`src/rtl/div_share_pkg.sv`:
```
// Shared types for the divider-sharing controller: FSM state encoding and response error codes.
package div_share_pkg;

  typedef enum logic [1:0] {
    IDLE  = 2'd0,
    ISSUE = 2'd1,
    WAIT  = 2'd2,
    RESP  = 2'd3
  } state_e;

  localparam logic [1:0] ERR_OK  = 2'b00;
  localparam logic [1:0] ERR_DBZ = 2'b01;
  localparam logic [1:0] ERR_TMO = 2'b10;

endpackage

```
`src/rtl/rr_arbiter.sv`:
```
// Round-robin arbiter, combinational: grants the first requester at or above (ptr+1) mod N.
// Zero latency; grants nothing while en is low.
module rr_arbiter #(
  parameter int N = 4,
  localparam int IW = $clog2(N)
) (
  input  logic [N-1:0]  req,
  input  logic [IW-1:0] ptr,
  input  logic          en,
  output logic [N-1:0]  gnt,
  output logic [IW-1:0] gnt_idx,
  output logic          any
);

  always_comb begin
    int idx;
    gnt     = '0;
    gnt_idx = '0;
    any     = 1'b0;
    idx     = 0;
    if (en) begin
      // Scan starts one past the last winner so it gets lowest priority.
      for (int k = 1; k <= N; k++) begin
        idx = (int'(ptr) + k) % N;
        if (!any && req[IW'(idx)]) begin
          any              = 1'b1;
          gnt[IW'(idx)]    = 1'b1;
          gnt_idx          = IW'(idx);
        end
      end
    end
  end

endmodule

```
`src/rtl/div_share_ctrl.sv`:
```
// Shares one sequential divider among NUM_REQ valid/ready clients, one division in flight.
// Accept to rsp_valid is 3 cycles plus divider latency; response held until the owner's rsp_ready.
module div_share_ctrl
  import div_share_pkg::*;
#(
  parameter int DATAWIDTH = 8,
  parameter int NUM_REQ   = 4,
  parameter int TIMEOUT   = 64
) (
  input  logic                           clk,
  input  logic                           rst,
  input  logic [NUM_REQ-1:0]             req_valid,
  output logic [NUM_REQ-1:0]             req_ready,
  input  logic [NUM_REQ*DATAWIDTH-1:0]   req_dividend,
  input  logic [NUM_REQ*DATAWIDTH-1:0]   req_divisor,
  output logic [NUM_REQ-1:0]             rsp_valid,
  input  logic [NUM_REQ-1:0]             rsp_ready,
  output logic [DATAWIDTH-1:0]           rsp_quotient,
  output logic [DATAWIDTH-1:0]           rsp_remainder,
  output logic [1:0]                     rsp_err,
  output logic                           busy,
  output logic                           div_en,
  output logic [DATAWIDTH-1:0]           div_dividend,
  output logic [DATAWIDTH-1:0]           div_divisor,
  input  logic                           div_ready,
  input  logic [DATAWIDTH-1:0]           div_quotient,
  input  logic [DATAWIDTH-1:0]           div_remainder,
  input  logic                           div_vld
);

  localparam int PW = $clog2(NUM_REQ);
  localparam int WW = $clog2(TIMEOUT) + 1;
  localparam logic [WW-1:0] WDOG_LAST = WW'(TIMEOUT - 1);

  state_e               state_q, state_d;
  logic [PW-1:0]        ptr_q, ptr_d;
  logic [PW-1:0]        id_q, id_d;
  logic [DATAWIDTH-1:0] dvd_q, dvd_d;
  logic [DATAWIDTH-1:0] dvs_q, dvs_d;
  logic [DATAWIDTH-1:0] quo_q, quo_d;
  logic [DATAWIDTH-1:0] rem_q, rem_d;
  logic [1:0]           err_q, err_d;
  logic [WW-1:0]        wdog_q, wdog_d;

  logic [NUM_REQ-1:0]   gnt;
  logic [PW-1:0]        gnt_idx;
  logic                 arb_any;
  logic [WW-1:0]        wdog_inc;
  logic                 wdog_expire;

  rr_arbiter #(.N(NUM_REQ)) u_arb (
    .req     (req_valid),
    .ptr     (ptr_q),
    .en      (state_q == IDLE),
    .gnt     (gnt),
    .gnt_idx (gnt_idx),
    .any     (arb_any)
  );

  // Saturating count; expiry fires on the edge the count would reach TIMEOUT-1.
  assign wdog_inc    = (&wdog_q) ? wdog_q : wdog_q + 1'b1;
  assign wdog_expire = (wdog_inc == WDOG_LAST);

  always_comb begin
    state_d   = state_q;
    ptr_d     = ptr_q;
    id_d      = id_q;
    dvd_d     = dvd_q;
    dvs_d     = dvs_q;
    quo_d     = quo_q;
    rem_d     = rem_q;
    err_d     = err_q;
    wdog_d    = wdog_q;
    req_ready = '0;
    rsp_valid = '0;
    div_en    = 1'b0;
    case (state_q)
      IDLE: begin
        if (arb_any) begin
          req_ready = gnt;
          id_d      = gnt_idx;
          dvd_d     = req_dividend[gnt_idx*DATAWIDTH +: DATAWIDTH];
          dvs_d     = req_divisor[gnt_idx*DATAWIDTH +: DATAWIDTH];
          wdog_d    = '0;
          if (dvs_d == '0) begin
            quo_d   = '1;
            rem_d   = dvd_d;
            err_d   = ERR_DBZ;
            state_d = RESP;
          end else begin
            state_d = ISSUE;
          end
        end
      end
      ISSUE: begin
        if (div_ready) begin
          div_en  = 1'b1;
          wdog_d  = '0;
          state_d = WAIT;
        end else if (wdog_expire) begin
          quo_d   = '0;
          rem_d   = '0;
          err_d   = ERR_TMO;
          state_d = RESP;
        end else begin
          wdog_d  = wdog_inc;
        end
      end
      WAIT: begin
        if (div_vld) begin
          quo_d   = div_quotient;
          rem_d   = div_remainder;
          err_d   = ERR_OK;
          state_d = RESP;
        end else if (wdog_expire) begin
          quo_d   = '0;
          rem_d   = '0;
          err_d   = ERR_TMO;
          state_d = RESP;
        end else begin
          wdog_d  = wdog_inc;
        end
      end
      RESP: begin
        rsp_valid[id_q] = 1'b1;
        if (rsp_ready[id_q]) begin
          ptr_d   = id_q;
          state_d = IDLE;
        end
      end
      default: state_d = IDLE;
    endcase
  end

  always_ff @(posedge clk or posedge rst) begin
    if (rst) begin
      state_q <= IDLE;
      ptr_q   <= '0;
      id_q    <= '0;
      dvd_q   <= '0;
      dvs_q   <= '0;
      quo_q   <= '0;
      rem_q   <= '0;
      err_q   <= ERR_OK;
      wdog_q  <= '0;
    end else begin
      state_q <= state_d;
      ptr_q   <= ptr_d;
      id_q    <= id_d;
      dvd_q   <= dvd_d;
      dvs_q   <= dvs_d;
      quo_q   <= quo_d;
      rem_q   <= rem_d;
      err_q   <= err_d;
      wdog_q  <= wdog_d;
    end
  end

  assign busy          = (state_q != IDLE);
  assign div_dividend  = dvd_q;
  assign div_divisor   = dvs_q;
  assign rsp_quotient  = quo_q;
  assign rsp_remainder = rem_q;
  assign rsp_err       = err_q;

endmodule

```
`config.mk`:
```
export PLATFORM = sky130hd
export DESIGN_NAME = div_share_ctrl
export DESIGN_NICKNAME = d
export VERILOG_FILES = /design/src/rtl/div_share_pkg.sv /design/src/rtl/rr_arbiter.sv /design/src/rtl/div_share_ctrl.sv
export SDC_FILE = /design/constraint.sdc
export NUM_CORES = 1
export LEC_CHECK = 0
export ABC_AREA = 1
export BUFFER_PORTS_ARGS = -buffer_cell sky130_fd_sc_hd__buf_2
export CELL_PAD_IN_SITES_DETAIL_PLACEMENT = 2
export CELL_PAD_IN_SITES_GLOBAL_PLACEMENT = 2
export CORE_ASPECT_RATIO = 0.75
export CORE_MARGIN = 4
export CORE_UTILIZATION = 26
export CTS_CLUSTER_SIZE = 12
export DETAILED_ROUTE_END_ITERATION = 7
export PLACE_DENSITY_LB_ADDON = 0.1
export SETUP_SLACK_MARGIN = 0.15
export SLEW_MARGIN = 10
export SYNTH_ARGS = -nofsm -noshare
export SYNTH_HDL_FRONTEND = slang
export SYNTH_SLANG_ARGS = --single-unit
```
`constraint.sdc`:
```
create_clock -name clk -period 3.2 [get_ports clk]
set_input_delay 0.16 -clock clk [delete_from_list [all_inputs] [get_ports clk]]
set_output_delay 0.16 -clock clk [all_outputs]
set_load 0.01 [all_outputs]
```
**Yosys cells after proc, flatten, opt, wreduce, memory -nomap -nowiden**

Index checks and enable logic that the tools add are counted.

- Bits in registers: 47
- Input bits: 92
- Output and inout port bits: 44
- Logic and storage cells: 139

- $add $sub $neg: 5
- Magnitude comparators: 10
- Eq/ne operators: 9
- Shift-type cells: 2
- Mux-type cells: 80
- Bitwise operators: 3
- Reductions and logical operators: 21

Operators with widths:

| cell | number |
|---|---|
| 8-bit 2-to-1 mux | 10 |
| 32-bit by 6-bit indexed part select with 8-bit output | 2 |
| 8-bit case mux with 3 select lines | 2 |
| 4-bit 2-to-1 mux | 10 |
| 7-bit 2-to-1 mux | 5 |
| 2-bit 2-to-1 mux | 16 |
| 1-bit 2-to-1 mux | 24 |
| 7-bit case mux with 3 select lines | 1 |
| 2-bit by 4-bit less-than comparator with 1-bit output, second input constant | 4 |
| 4-bit OR | 3 |
| 1-bit binary-select mux with 2-bit select | 5 |
| 1-bit demux with 2-bit select | 5 |
| 2-bit by 1-bit >= comparator with 1-bit output, second input constant | 5 |
| 2-bit != test, second input constant | 5 |
| 1-bit logical AND | 8 |
| 8-bit logical NOT | 1 |
| 2-bit case mux with 4 select lines | 1 |
| 7-bit by 1-bit adder with 7-bit output, second input constant | 1 |
| 7-bit by 6-bit == test with 1-bit output, second input constant | 1 |
| 7-bit AND reduction | 1 |
| 2-bit case mux with 3 select lines | 1 |
| 2-bit AND reduction | 3 |
| 2-bit by 1-bit adder with 2-bit output, second input constant | 2 |
| 2-bit adder, second input constant | 2 |
| 9 further kinds | 12 |

**Longest topological paths before layout**

Gate-level depths: netlist of run 1.

- Depth after elaboration: 23
- Gate-level depth with buffers: 24
- Gate-level depth less buffers: 21

**By module**

A second synthesis of run 1 with hierarchy kept.

- Cells, all modules: 529
- Area, all modules: 3473.3 sq um

Modules (own cells, without submodules):

| module | instances | cells an instance | area an instance (sq um) | seq. area each (sq um) |
|---|---|---|---|---|
| div_share_ctrl | 1 | 427 | 2889.0 | 1176.1 |
| rr_arbiter | 1 | 102 | 584.3 | 0.0 |

**Worst setup path after synthesis of run 1**

No wires, ideal clock.

- Kind: register to register
- Start: reg ptr_q[1]
- End: reg err_q[0], in the netlist rsp_err[0]
- Library setup time: 117 ps
- Arrival time: 2742 ps
- Required time: 3083 ps
- Slack: 341 ps
- Stages on the path, launching flop included: 21
- Path buffers: 2
- Clock period less this slack: 2859 ps
- Path through: dfrtp_1 > inv_2 > ha_1 > inv_1 > nand3_1 > nand2_1 > nand4_4 > o21ai_1 > inv_1 > nand2_4 > inv_2 > buf_4 > nand2_1 > nand2_1 > nor2_1 > nand3_1 > nand2_4 > nand2_4 > buf_6 > nand2_1 > nand2_1

- Cells in the longest elaborated chain, start to end: 22
- Elaborated cells on any way between the ends: 40
- Classes of those cells: add/sub (4); eq/ne (2); shift (1); mux (25); reduce/logical (8)

RTL lines:

| item | line | source |
|---|---|---|
| start, declared | div_share_ctrl.sv:36 | `logic [PW-1:0] ptr_q, ptr_d;` |
| start signal, assigned | div_share_ctrl.sv:148 | `ptr_q <= ptr_d;` |
| 2-bit by 1-bit adder with 2-bit output | rr_arbiter.sv:24 | `idx = (int'(ptr) + k) % N;` |
| 1-bit binary-select mux with 2-bit select | rr_arbiter.sv:25 | `if (!any && req[IW'(idx)]) begin` |
| 1-bit 2-to-1 mux (not written as such) (2 in a row) | rr_arbiter.sv:25 |  |
| 1-bit 2-to-1 mux | rr_arbiter.sv:25 |  |
| 1-bit 2-to-1 mux | rr_arbiter.sv:21 | `if (en) begin` |
| 1-bit logical NOT | rr_arbiter.sv:25 |  |
| 1-bit logical AND | rr_arbiter.sv:25 |  |
| 1-bit 2-to-1 mux | rr_arbiter.sv:25 |  |
| [5 not listed] | n/a |  |
| 1-bit logical NOT | rr_arbiter.sv:25 |  |
| 1-bit logical AND | rr_arbiter.sv:25 |  |
| 2-bit 2-to-1 mux | rr_arbiter.sv:25 |  |
| 2-bit 2-to-1 mux | rr_arbiter.sv:21 |  |
| 32-bit by 6-bit indexed part select with 8-bit output | div_share_ctrl.sv:83 | `dvs_d = req_divisor[gnt_idx*DATAWIDTH +: DATAWIDTH];` |
| 8-bit logical NOT | div_share_ctrl.sv:85 | `if (dvs_d == '0) begin` |
| 2-bit != test (no source line) | n/a |  |
| 4-bit AND reduction (no source line) * | n/a |  |
| end signal, assigned | div_share_ctrl.sv:154 | `err_q <= err_d;` |
| end, declared | div_share_ctrl.sv:42 | `logic [1:0] err_q, err_d;` |

Mark *: on every way between the ends. The rest lies on a longest branch, timed or not. The select of a mux whose other input is x is not followed.
A chain may end at the register's enable or synchronous reset.

**Worst setup path in the final report of run 1**

- Start: reg ptr_q[0]
- End: reg quo_q[7], in the netlist rsp_quotient[7]

- Cells in the longest elaborated chain, start to end: 22
- Elaborated cells on any way between the ends: 40
- Classes of those cells: add/sub (4); eq/ne (2); shift (1); mux (25); reduce/logical (8)

RTL lines:

| item | line | source |
|---|---|---|
| 2-bit by 1-bit adder with 2-bit output | rr_arbiter.sv:24 |  |
| 1-bit binary-select mux with 2-bit select | rr_arbiter.sv:25 |  |
| 1-bit 2-to-1 mux (not written as such) (2 in a row) | rr_arbiter.sv:25 |  |
| 1-bit 2-to-1 mux | rr_arbiter.sv:25 |  |
| 1-bit 2-to-1 mux | rr_arbiter.sv:21 |  |
| 1-bit logical NOT | rr_arbiter.sv:25 |  |
| 1-bit logical AND | rr_arbiter.sv:25 |  |
| 1-bit 2-to-1 mux | rr_arbiter.sv:25 |  |
| [5 not listed] | n/a |  |
| 1-bit logical NOT | rr_arbiter.sv:25 |  |
| 1-bit logical AND | rr_arbiter.sv:25 |  |
| 2-bit 2-to-1 mux | rr_arbiter.sv:25 |  |
| 2-bit 2-to-1 mux | rr_arbiter.sv:21 |  |
| 32-bit by 6-bit indexed part select with 8-bit output | div_share_ctrl.sv:83 |  |
| 8-bit logical NOT | div_share_ctrl.sv:85 |  |
| 2-bit != test (no source line) | n/a |  |
| 4-bit AND reduction (no source line) * | n/a |  |
| end signal, assigned | div_share_ctrl.sv:152 | `quo_q <= quo_d;` |
| end, declared | div_share_ctrl.sv:40 | `logic [DATAWIDTH-1:0] quo_q, quo_d;` |

Marks and branches as above.

==> results of run 1 <==
==> final cells by class <==
| type | count | area (um^2) |
|---|---|---|
| clock buffers | 6 | 129 |
| repair buffers | 161 | 922 |
| well taps | 171 | 214 |
| inverters | 49 | 191 |
| flip-flops and latches | 47 | 1180 |
| fillers | 1651 | 8450 |
| clock inverters | 2 | 12.5 |
| multi-input cells | 421 | 2190 |
==> synth_stat cells, drive strengths merged, types with 3 or more instances <==
cell	number	share of area, %
a22oi	3	0.63
nor3	6	0.83
buf	11	2.4
nand2	197	22
dfrtp	47	33
inv	49	5.3
o21ai	27	3.8
a31oi	13	2.3
nor2	16	1.8
xor2	4	0.97
nand3	110	16
clkbuf	13	1.4
ha	13	4.5
a21oi	22	3.2
nand4	4	1.1
==> power by group <==
group	internal (mW)	switching, mW	leakage (nW)	total [mW]
logic	1.53	2.80	1.94	4.33
clock network	0.290	0.255	0.0669	0.544
registers	0.878	0.216	0.585	1.09
==> layer usage <==
layer  GRT usage (%)  vias up
li1                -     2072
met1            26.3     2127
met2            32.6       88
met3            3.87       12
met4            3.02        0
met5               0        -
==> logic make-up after synthesis <==
| kind of cell | after synthesis |
|---|---|
| simple gates | 335 |
| buf+inv | 73 |
| flops | 47 |
| compound gates | 68 |
| fa+ha+maj | 13 |
| xor+xnor | 4 |
==> flip-flops by register name, indices dropped and copies added, names as in the netlist <==
name and cells:
div_dividend 8, rsp_remainder 8, id_q 2, wdog_q 7, rsp_err 2, ptr_q 2
rsp_quotient 8, state_q 2, div_divisor 8
==> worst min path at each step <==
stage / from / endpoint / slack, ns
finish: rst / wdog_q[6] / 0.14
global route: rst / wdog_q[6] / 0.23
CTS: rst / wdog_q[6] / 0.18
detailed placement: div_dividend[7] / div_dividend[7] / 0.47
global placement: div_dividend[3] / div_dividend[3] / 0.46
floorplan: req_divisor[25] / div_divisor[1] / 0.41
==> metrics by stage <==
| stage | worst slack, ns | setup TNS [ns] | hold slack (ns) |
|---|---|---|---|
| after floorplan | 0.341 | 0 | 0.408 |
| after global placement | 0.0995 | 0 | 0.459 |
| after detailed placement | -0.0807 | -1.00 | 0.472 |
| after CTS | 0.153 | 0 | 0.184 |
| after global routing | 0.0522 | 0 | 0.229 |
| final | 0.296 | 0 | 0.137 |
==> worst max-delay path, cell delays in order, from the launching register on <==
cell	delay (ns)
dfrtp_2	0.44
inv_6	0.08
ha_4	0.22
inv_2	0.09
nand3_1	0.14
nand2_4	0.13
nand3b_1	0.16
nand3_1	0.08
nand2_1	0.08
nand2_1	0.09
nand2_4	0.13
buf_8	0.15
nand3_1	0.12
nand2_1	0.11
nand2_1	0.07
nor2_2	0.13
nand3_2	0.16
nand2_8	0.16
buf_6	0.14
nand3_1	0.07
nand2_1	0.09
==> what timing repair did <==
item                                    in CTS  in global routing
resized for setup                            7                 20
hold endpoints to repair                     0                  0
pin swaps                                    1                  7
cloned                                       0                  2
buffers inserted                             1                  8
endpoints found under the setup margin      18                 18
==> results.rst, run 1 <==
.. list-table::
   :header-rows: 1

   * - Metric
     - Value
   * - Run status
     - finished clean
   * - Number of cells on the worst reg-to-reg path
     - 20
   * - Top Ports
     - 136
   * - Sinks on Clock Net
     - 47
   * - Number of buffers added on ports
     - ~140
   * - Slew at the pin closest to its max-slew limit
     - 1.09 ns
   * - Seq/Total Area, Yosys
     - approximately a third
   * - Critical register-to-register path endpoint
     - rsp_quotient[7]
   * - Detailed-routed wire length on met2
     - between 7 and 8 mm
   * - Global-route wire length before repair
     - between 20 and 25 mm
   * - ANT cells
     - 0
   * - Syn. warnings
     - 0
   * - Post-synthesis share of cell area spent on full adders, half adders and majority gates
     - around 4.5%
   * - Core footprint
     - 0.0133 mm^2
   * - Post-synthesis net count
     - roughly 650
   * - Final core utilization
     - 36.4%
   * - Final worst clock skew
     - around 0.013 ns
   * - Clock Root Buffer
     - clkbuf_16
   * - Critical Path Sink Type
     - register
   * - Synthesized-area fraction occupied by xor and xnor cells
     - less than 1%
   * - Post-layout instance area
     - approximately 0.0048 mm^2
   * - Largest fanout on the critical path
     - 10
   * - Drt via density
     - 5.02
   * - Clock-pin slew on the worst setup and hold paths
     - 0.07 ns
   * - Count of flip-flops with a built-in enable after synthesis
     - 0
   * - Most used DFF post-synth
     - dfrtp_1
   * - Wire length on met1
     - about 7 mm
   * - Maximum clock path buffer count
     - 2
   * - Placer congestion estimate
     - approximately 0.84
   * - Skew-Pair Late Insertion Delay
     - roughly 0.30 ns
   * - Most used cells in the layout excluding fill and tap cells
     - nand2_1, buf_2, nand3_1
   * - DRC viols
     - 0
   * - Largest net degree at the start of global routing
     - 48
   * - Reported leakage power
     - 2.59 nW
   * - Complex-gate fraction of the synthesized area
     - approximately a tenth
   * - Number of nets with antenna violations after detailed routing
     - 0
   * - Final Slew Violations
     - 0
   * - Overflow left after global routing
     - 0
   * - FF-to-FF setup slack
     - 0.30 ns
   * - Final nets
     - between 700 and 800
   * - Critical path startpoint category
     - register
   * - Per-cell routed wire length
     - approximately 18 um
   * - Total half-perimeter wirelength after legalization and detailed placement
     - between 10 and 15 mm
   * - Setup repair after global routing missed its margin
     - no
   * - Overall routing resource usage
     - between 15 and 20%
   * - # H-tree levels
     - 2
   * - Total iterations of the first detailed-routing run
     - 4
   * - Area of the die
     - roughly 0.016 mm^2
   * - Number of design-rule violations left by the first detailed-router iteration
     - approximately 110
   * - Total power
     - 5.97 mW
   * - Pwr dens
     - between 1000 and 1500 mW/mm^2
   * - Routed length on met3
     - 736 um
   * - Dominant combinational cell family by area after synthesis
     - simple AND/OR/NAND/NOR gates
   * - Worst setup path startpoint
     - ptr_q[0]
   * - Timing-limited maximum frequency
     - 0.344 GHz
   * - Non-filler instance count after layout
     - ~860
   * - Effective utilization at floorplan
     - a little over a quarter
   * - CP Data Required Time
     - approximately 3.4 ns
   * - TritonCTS Buffers
     - 5
   * - Fraction of registers with async set/reset
     - 100%
   * - Antenna violations before repair
     - 0
   * - Area growth from synthesis to final layout
     - 34.4%
   * - Number of instances in the synthesized netlist
     - 540
   * - Arrival @ worst endpoint
     - between 3 and 4 ns
   * - Final-report setup violation count
     - 0
   * - Count of maximum capacitance violations
     - 0
   * - Cell area after placement
     - between 0.004 and 0.005 mm^2
   * - Total number of vias
     - about 4300
   * - Vert. Die Dim
     - ~110 um
   * - FF+latch count, synth
     - 47
   * - Wire length reported by the detailed router
     - about 16 mm
   * - IR Drop Worst-Case VDD
     - ~0.28 mV
   * - Final worst path period share
     - roughly nine tenths
   * - Commonest non-fill, non-tap cell in the layout
     - nand2_1
   * - Number of global-route vias before repair
     - about 4500
   * - Number of hold-slack violations in the final timing report
     - 0
   * - Fraction of layout instances using a drive strength above 1
     - 30.0%
   * - Post-Place Cells
     - approximately 840
   * - Uppermost routed layer
     - met4
   * - Distinct cell type count of the synthesized netlist
     - 31
   * - Simple-gate share of the synthesized area
     - 42.4%
   * - End of the critical path
     - rsp_quotient[7]
   * - Tightest Hold Check Type
     - primary input to async pin
   * - Mean area per synthesized cell
     - 6.66 um^2
   * - Post-CTS Hold Fix Bufs
     - 0
   * - Time the worst path needs with I/O delays and setup
     - 2.90 ns
   * - Standard-cell rows
     - 36
   * - Total standard cell area after synthesis
     - ~0.0036 mm^2
   * - Mux cell area share after synthesis
     - 0%
   * - Die Span X
     - around 140 um
   * - Beginning of the worst register-to-register path
     - ptr_q[0]
   * - Worst Setup Path Type
     - register to register
   * - Relative slew margins
     - between 20 and 30%
   * - Clock tree from TritonCTS
     - built
Note: power is estimated with default switching activity, not from simulation.
==> run 2, diff against run 1 <==
Settings changed: ABC_AREA 1 to unset, CORE_UTILIZATION 26 to 29.
==> results.rst, run 2 <==
.. list-table::
   :header-rows: 1

   * - Metric
     - Value
   * - Run status
     - finished clean (unchanged)
   * - Top cells by count, synth
     - dfrtp_1, o21ai_0, nor2_1 (was nand2_1, nand3_1, dfrtp_1)
   * - Commonest non-fill, non-tap cell in the layout
     - buf_2 (was nand2_1)
   * - Most used DFF post-synth
     - dfrtp_1 (unchanged)
   * - FF+latch count, synth
     - 47 (unchanged)
   * - Non-filler instance count after layout
     - 653 (was 857)
   * - Fraction of registers with async set/reset
     - 100% (unchanged)
   * - Final worst path period share
     - 99.8% (was 90.7%)
   * - Standard-cell rows
     - 33 (was 36)
   * - Tightest Hold Check Type
     - primary input to async pin (unchanged)
   * - Final-report setup violation count
     - 0 (unchanged)
   * - IR Drop Worst-Case VDD
     - 0.524 mV (was 0.280 mV)
   * - Effective utilization at floorplan
     - 30.4% (was 27.1%)
   * - Sinks on Clock Net
     - 47 (unchanged)
   * - Per-cell routed wire length
     - 20.2 um (was 18.1 um)
   * - Filler instances
     - 1250 (was 1651)
   * - Antenna violations before repair
     - 0 (unchanged)
   * - Total power
     - 5.46 mW (was 5.97 mW)
   * - Most used standard cell by instance count after synthesis
     - dfrtp_1 (was nand2_1)
   * - Count of maximum capacitance violations
     - 0 (unchanged)
   * - Library cell occupying the most area in the post-synthesis netlist
     - dfrtp_1 (unchanged)
   * - Time the worst path needs with I/O delays and setup
     - 3.19 ns (was 2.90 ns)
   * - Timing-limited maximum frequency
     - 0.313 GHz (was 0.344 GHz)
   * - Relative slew margins
     - 28.9% (was 27.2%)
   * - ANT cells
     - 0 (unchanged)
   * - Critical Path Sink Type
     - register (unchanged)
   * - Vert. Die Dim
     - 102 um (was 110 um)
   * - Setup repair after global routing missed its margin
     - yes (was no)
   * - Slew at the pin closest to its max-slew limit
     - 1.07 ns (was 1.09 ns)
   * - DRC viols
     - 0 (unchanged)
   * - Worst Setup Path Type
     - register to register (unchanged)
   * - Most used cells in the layout excluding fill and tap cells
     - buf_2, dfrtp_1, buf_4 (was nand2_1, buf_2, nand3_1)
   * - Post-CTS Hold Fix Bufs
     - 0 (unchanged)
   * - Placer congestion estimate
     - 0.830 (was 0.836)
   * - Post-Place Cells
     - 634 (was 838)
   * - Reported leakage power
     - 2.18 nW (was 2.59 nW)
   * - Global-route wire length before repair
     - 21.0 mm (was 24.2 mm)
   * - Drt via density
     - 5.18 (was 5.02)
   * - Critical-path top delay cell
     - mux4_2 (was dfrtp_2)
   * - Clock Root Buffer
     - clkbuf_16 (unchanged)
   * - Number of instances in the synthesized netlist
     - 337 (was 540)
   * - FF-to-FF setup slack
     - 0.006 ns (was 0.30 ns)
   * - Number of hold-slack violations in the final timing report
     - 0 (unchanged)
   * - Fraction of layout instances using a drive strength above 1
     - 47.2% (was 30.0%)
   * - TritonCTS Buffers
     - 5 (unchanged)
   * - Number of buffers added on ports
     - 135 (unchanged)
   * - Critical path cell sequence
     - inv_6 > ha_4 > mux4_2 > nor2b_4 > o21ai_2 > a21o_1 > mux4_2 > a211oi_4 > buf_12 > o21ai_4 > buf_12 > o2bb2ai_1 (was inv_6 > ha_4 > inv_2 > nand3_1 > nand2_4 > nand3b_1 > nand3_1 > nand2_1 > nand2_1 > nand2_4 > buf_8 > nand3_1 > nand2_1 > nand2_1 > nor2_2 > nand3_2 > nand2_8 > buf_6 > nand3_1 > nand2_1)
   * - Mean area per synthesized cell
     - 10.1 um^2 (was 6.66 um^2)
   * - Overall routing resource usage
     - 19.4% (about the same)
   * - Syn. warnings
     - 0 (unchanged)
   * - CP Data Required Time
     - 3.41 ns (was 3.43 ns)
   * - Pwr dens
     - 1150 mW/mm^2 (was 1230 mW/mm^2)
   * - # H-tree levels
     - 2 (unchanged)
   * - Post-synthesis net count
     - 442 (was 645)
   * - Place WS
     - -0.0552 ns (was -0.0807 ns)
   * - Cell area after placement
     - 0.00441 mm^2 (was 0.00447 mm^2)
   * - Count of flip-flops with a built-in enable after synthesis
     - 0 (unchanged)
   * - Critical path startpoint category
     - register (unchanged)
   * - Final worst clock skew
     - 0.00503 ns (was 0.0129 ns)
   * - Total standard cell area after synthesis
     - 0.00341 mm^2 (was 0.00360 mm^2)
   * - Arrival @ worst endpoint
     - 3.41 ns (was 3.13 ns)
   * - Clock tree from TritonCTS
     - built (unchanged)
   * - Overflow left after global routing
     - 0 (unchanged)
   * - Top Ports
     - 136 (unchanged)
   * - Seq/Total Area, Yosys
     - 34.5% (was 32.7%)
   * - Area of the die
     - 0.0136 mm^2 (was 0.0158 mm^2)
   * - Skew-Pair Late Insertion Delay
     - 0.29 ns (was 0.30 ns)
   * - Delay of the slowest cell on the worst path
     - 0.57 ns (was 0.44 ns)
   * - Number of nets with antenna violations after detailed routing
     - 0 (unchanged)
   * - Biggest area contributors in the synthesized netlist
     - dfrtp_1, mux4_2, mux2_2 (was dfrtp_1, nand2_1, nand3_1)
   * - Wire length reported by the detailed router
     - 13.2 mm (was 15.5 mm)
   * - Area growth from synthesis to final layout
     - 39.7% (was 34.4%)
   * - Final Slew Violations
     - 0 (unchanged)
   * - Number of design-rule violations left by the first detailed-router iteration
     - 144 (was 111)
   * - Distinct cell type count of the synthesized netlist
     - 52 (was 31)
   * - Clock-pin slew on the worst setup and hold paths
     - 0.07 ns (about the same)
   * - Maximum clock path buffer count
     - 2 (unchanged)
   * - Largest net degree at the start of global routing
     - 48 (unchanged)
   * - Largest fanout on the critical path
     - 16 (was 10)
   * - Worst Slack Setup Final
     - 0.00558 ns (was 0.296 ns)
   * - Post-layout instance area
     - 0.00476 mm^2 (was 0.00484 mm^2)
   * - Die Span X
     - 133 um (was 144 um)
   * - Total half-perimeter wirelength after legalization and detailed placement
     - 10.2 mm (was 11.9 mm)
   * - Number of global-route vias before repair
     - 3781 (was 4542)
   * - Final nets
     - 600 (was 790)
   * - Total number of vias
     - 3383 (was 4299)
   * - Final core utilization
     - 42.5% (was 36.4%)
   * - Total iterations of the first detailed-routing run
     - 4 (unchanged)
   * - Post-synth top area share
     - 34.5% (was 32.7%)
   * - Core footprint
     - 0.0112 mm^2 (was 0.0133 mm^2)
==> run 2: cell families (layout without fill, tap and decap cells) <==
kind of cell | after synthesis | count (layout) | synth area share [%]
AOI/OAI and AO/OA | 103 | 103 | 21.0
muxes | 49 | 49 | 20.6
DFF | 47 | 47 | 34.5
and+or+nand+nor | 92 | 92 | 14.0
buffers and inverters | 31 | 190 | 4.56
adders and majority gates | 13 | 13 | 4.78
xor gates and xnor gates | 2 | 2 | 0.514
==> run 2: worst paths after layout <==
| path | endpoint | depth (start not counted) | startpoint |
|---|---|---|---|
| hold / removal | rsp_quotient[0] | 2 | rst |
| setup / recovery | rsp_quotient[7] | 12 | ptr_q[0] |
| hold reg to reg | rsp_quotient[0] | 1 | rsp_quotient[0] |
| max in group asynchronous | ptr_q[0] | 2 | rst |
| min in group clk | rsp_quotient[0] | 3 | div_quotient[0] |
| setup reg to reg | rsp_quotient[7] | 12 | ptr_q[0] |
==> run 2: worst max-delay path: cells and delay by family (launching register included) <==
kind | cells | cell delay, ns
buffers and inverters | 3 | 0.39
AO/OA/AOI/OAI | 5 | 0.86
AND/OR/NAND/NOR | 1 | 0.17
multiplexers | 2 | 0.94
adder cells (fa/ha/maj) | 1 | 0.28
flip-flops | 1 | 0.45
==> run 2: final cells by class <==
| type | instances | area, um^2 | area share (%) |
|---|---|---|---|
| sequential | 47 | 1180 | 24.8 |
| timing repair buffer | 169 | 983 | 20.7 |
| clock inverter | 2 | 38.8 | 0.815 |
| multi-input combinational | 259 | 2160 | 45.5 |
| clock buffer | 6 | 139 | 2.92 |
| tap | 157 | 196 | 4.13 |
| inverter | 13 | 56.3 | 1.18 |
==> run 2: routing by layer <==
layer | routed length (um) | GRT usage, % | vias up
li1 | - | - | 1588
met1 | 5930 | 24.4 | 1697
met2 | 6480 | 35.5 | 89
met3 | 629 | 3.79 | 9
met4 | 131 | 3.72 | 0
met5 | 0 | 0 | -
==> run 2: report_power, final <==
part	total (mW)	switching [mW]	internal [mW]
Clock	0.637	0.244	0.393
Sequential	1.09	0.213	0.875
Combinational	3.74	1.99	1.75
==> run 2: through the flow <==
| stage | setup TNS [ns] | hold slack, ns |
|---|---|---|
| final | 0 | 0.135 |
| after global routing | -1.57 | 0.165 |
| after CTS | 0 | 0.147 |
| after detailed placement | -0.440 | 0.455 |
| after global placement | 0 | 0.448 |
| after floorplan | -1.68 | 0.356 |
==> run 2: timing repair <==
| item | CTS | global route |
|---|---|---|
| endpoints found under the setup margin | 26 | 33 |
| pin swaps | 3 | 4 |
| gates resized for setup | 7 | 10 |
| setup buffers | 9 | 2 |
==> run 3, diff against run 2 <==
Settings changed: CAP_MARGIN set to 20, CELL_PAD_IN_SITES_DETAIL_PLACEMENT 2 to unset, CELL_PAD_IN_SITES_GLOBAL_PLACEMENT 2 to unset, CORE_UTILIZATION 29 to 49, PLACE_DENSITY set to 0.9, PLACE_DENSITY_LB_ADDON 0.1 to unset.
==> results.rst, run 3 (same netlist as run 2, synthesis figures left out) <==
.. list-table::
   :header-rows: 1

   * - Metric
     - Value
   * - Final Slew Violations
     - 0 (unchanged)
   * - Place WS
     - -0.121 ns (was -0.0552 ns)
   * - Critical path startpoint category
     - register (unchanged)
   * - Worst Setup Path Type
     - register to register (unchanged)
   * - Setup repair after global routing missed its margin
     - yes (unchanged)
   * - Post-layout instance area
     - 0.00471 mm^2 (was 0.00476 mm^2)
   * - Clock tree from TritonCTS
     - built (unchanged)
   * - Sinks on Clock Net
     - 47 (unchanged)
   * - Critical register-to-register path endpoint
     - rsp_quotient[2] (was rsp_quotient[7])
   * - Number of global-route vias before repair
     - 3323 (was 3781)
   * - # H-tree levels
     - 2 (unchanged)
   * - Antenna violations before repair
     - 1 (was 0)
   * - Commonest non-fill, non-tap cell in the layout
     - buf_2 (unchanged)
   * - Largest fanout on the critical path
     - 8 (was 16)
   * - Global-route wire length before repair
     - 16.6 mm (was 21.0 mm)
   * - Setup Total Neg Slack
     - -0.0205 ns (was 0 ns)
   * - TritonCTS Buffers
     - 5 (unchanged)
   * - Beginning of the worst register-to-register path
     - ptr_q[1] (was ptr_q[0])
   * - Per-cell routed wire length
     - 18.4 um (was 20.2 um)
   * - Run status
     - finished, violations left (was finished clean)
   * - Vert. Die Dim
     - 80.2 um (was 102 um)
   * - CP Data Required Time
     - 3.43 ns (was 3.41 ns)
   * - Tightest Hold Check Type
     - primary input to register (was primary input to async pin)
   * - Effective utilization at floorplan
     - 50.3% (was 30.4%)
   * - Critical Path Sink Type
     - register (unchanged)
   * - Overall routing resource usage
     - 24.6% (was 19.4%)
   * - Hold slack final
     - 0.140 ns (was 0.135 ns)
   * - Total half-perimeter wirelength after legalization and detailed placement
     - 7.95 mm (was 10.2 mm)
   * - Most used cells in the layout excluding fill and tap cells
     - buf_2, dfrtp_1, buf_4 (unchanged)
   * - Final worst path period share
     - 101% (was 99.8%)
   * - Final nets
     - 605 (was 600)
   * - Area growth from synthesis to final layout
     - 38.4% (was 39.7%)
   * - Number of cells on the worst reg-to-reg path
     - 13 (was 12)
   * - Standard-cell rows
     - 26 (was 33)
   * - Timing-limited maximum frequency
     - 0.311 GHz (was 0.313 GHz)
   * - Number of buffers added on ports
     - 135 (unchanged)
   * - Final worst clock skew
     - 0.00723 ns (was 0.00503 ns)
   * - Critical path cell sequence
     - inv_4 > ha_4 > mux4_2 > buf_6 > nor4b_4 > nor3_2 > nor2_2 > mux4_2 > a211oi_4 > buf_6 > o21ai_4 > clkbuf_16 > o2bb2ai_1 (was inv_6 > ha_4 > mux4_2 > nor2b_4 > o21ai_2 > a21o_1 > mux4_2 > a211oi_4 > buf_12 > o21ai_4 > buf_12 > o2bb2ai_1)
   * - Flip-flop and latch area
     - 0.00118 mm^2 (unchanged)
   * - Clock-pin slew on the worst setup and hold paths
     - 0.09 ns (was 0.07 ns)
   * - Drt via density
     - 5.97 (was 5.18)
   * - Worst setup path startpoint
     - ptr_q[1] (was ptr_q[0])
   * - Failing checks
     - negative setup slack
   * - Number of design-rule violations left by the first detailed-router iteration
     - 326 (was 144)
   * - Largest net degree at the start of global routing
     - 48 (unchanged)
   * - Skew-Pair Late Insertion Delay
     - 0.31 ns (was 0.29 ns)
   * - Relative slew margins
     - 59.6% (was 28.9%)
   * - Pwr dens
     - 1140 mW/mm^2 (was 1150 mW/mm^2)
   * - Worst Slack Setup Final
     - -0.0205 ns (was 0.00558 ns)
   * - Arrival @ worst endpoint
     - 3.45 ns (was 3.41 ns)
   * - Top Ports
     - 136 (unchanged)
   * - Time the worst path needs with I/O delays and setup
     - 3.22 ns (was 3.19 ns)
   * - End of the critical path
     - rsp_quotient[2] (was rsp_quotient[7])
   * - Delay of the slowest cell on the worst path
     - 0.45 ns (was 0.57 ns)
   * - Maximum clock path buffer count
     - 2 (unchanged)
   * - Overflow left after global routing
     - 0 (unchanged)
   * - Reported leakage power
     - 2.20 nW (was 2.18 nW)
   * - Crit path max-delay family
     - multiplexers (unchanged)
   * - FF-to-FF setup slack
     - -0.02 ns (was 0.006 ns)
   * - Wire length reported by the detailed router
     - 10.8 mm (was 13.2 mm)
   * - Die Span X
     - 104 um (was 133 um)
   * - Cell area after placement
     - 0.00429 mm^2 (was 0.00441 mm^2)
   * - Count of maximum capacitance violations
     - 0 (unchanged)
   * - Area of the multi-input gates
     - 0.00221 mm^2 (was 0.00216 mm^2)
   * - Total iterations of the first detailed-routing run
     - 5 (was 4)
   * - DRC viols
     - 0 (unchanged)
   * - Buffers and inverters on the worst path
     - 4 (was 3)
   * - Number of nets with antenna violations after detailed routing
     - 0 (unchanged)
   * - Core footprint
     - 0.00677 mm^2 (was 0.0112 mm^2)
   * - Total number of vias
     - 3497 (was 3383)
   * - Final-report setup violation count
     - 1 (was 0)
   * - Area of the die
     - 0.00836 mm^2 (was 0.0136 mm^2)
   * - Fraction of layout instances using a drive strength above 1
     - 48.7% (was 47.2%)
   * - Number of hold-slack violations in the final timing report
     - 0 (unchanged)
   * - IR Drop Worst-Case VDD
     - 0.468 mV (was 0.524 mV)
   * - Critical path depth in cells
     - 13 (was 12)
   * - Slew at the pin closest to its max-slew limit
     - 0.604 ns (was 1.07 ns)
   * - Total power
     - 5.36 mW (was 5.46 mW)
   * - Filler instances
     - 515 (was 1250)
   * - Placer congestion estimate
     - 0.905 (was 0.830)
   * - Critical-path top delay cell
     - dfrtp_2 (was mux4_2)
   * - Clock Root Buffer
     - clkbuf_8 (was clkbuf_16)
## run 3: cell types whose count changed in the layout (fill, tap and decap cells not counted), sizes merged
| cell | change |
|---|---|
| buf | +3 |
| diode | +1 |
| clkinvlp | +1 |
| dlygate4sd3 | +1 |
## run 3: area by class of cell
type | count | share of cell area (%)
multi-input cells | 259 | 46.9
clock buffers | 5 | 1.46
well taps | 84 | 2.23
inverters | 13 | 1.19
clock inverters | 3 | 0.982
repair buffers | 174 | 22.2
flip-flops and latches | 47 | 25.0
diodes | 1 | 0.0531
## run 3: routing by layer
| layer | track usage, % | wire length [um] | up-vias |
|---|---|---|---|
| li1 | - | - | 1606 |
| met3 | 4.66 | 723 | 26 |
| met1 | 32.3 | 4620 | 1691 |
| met4 | 7.30 | 269 | 0 |
| met2 | 41.7 | 5180 | 174 |
| met5 | 0 | 0 | - |
## run 3: report_power, final
part | internal, mW | leakage [nW] | switching (mW)
clock network | 0.236 | 0.0548 | 0.223
logic | 1.86 | 1.56 | 1.95
registers | 0.874 | 0.580 | 0.221
total | 2.97 | 2.20 | 2.39
## run 3: stage by stage
step | cells | util [%]
floorplan | 337 | -
global route | 586 | 69.7
finish | 586 | 69.7
global placement | 560 | 63.4
CTS | 574 | 66.2
detailed placement | 560 | 63.4
## run 3: worst min path at each step
stage | slack, ns | depth (start not counted) | startpoint | endpoint
2_1_floorplan | 0.36 | 2 | div_quotient[0] | rsp_quotient[0]
3_3_place_gp | 0.45 | 2 | rst | wdog_q[2]
3_5_place_dp | 0.46 | 3 | div_quotient[3] | rsp_quotient[3]
4_1_cts | 0.13 | 2 | rst | rsp_quotient[4]
5_1_grt | 0.16 | 3 | div_quotient[6] | rsp_quotient[6]
6_report | 0.14 | 3 | div_quotient[3] | rsp_quotient[3]
## run 3: what timing repair did
item | in CTS | in global routing
gates resized for setup | 5 | 20
hold buffers | 0 | 1
pin swaps | 3 | 12
cloned | 0 | 1
hold endpoints to repair | 0 | 12
buffers inserted | 6 | 8
setup endpoints to repair | 20 | 28
## run 3: worst min-delay path, stage by stage
cell and delay [ns]:
buf_2 0.08, a21oi_1 0.05, o2bb2ai_1 0.13
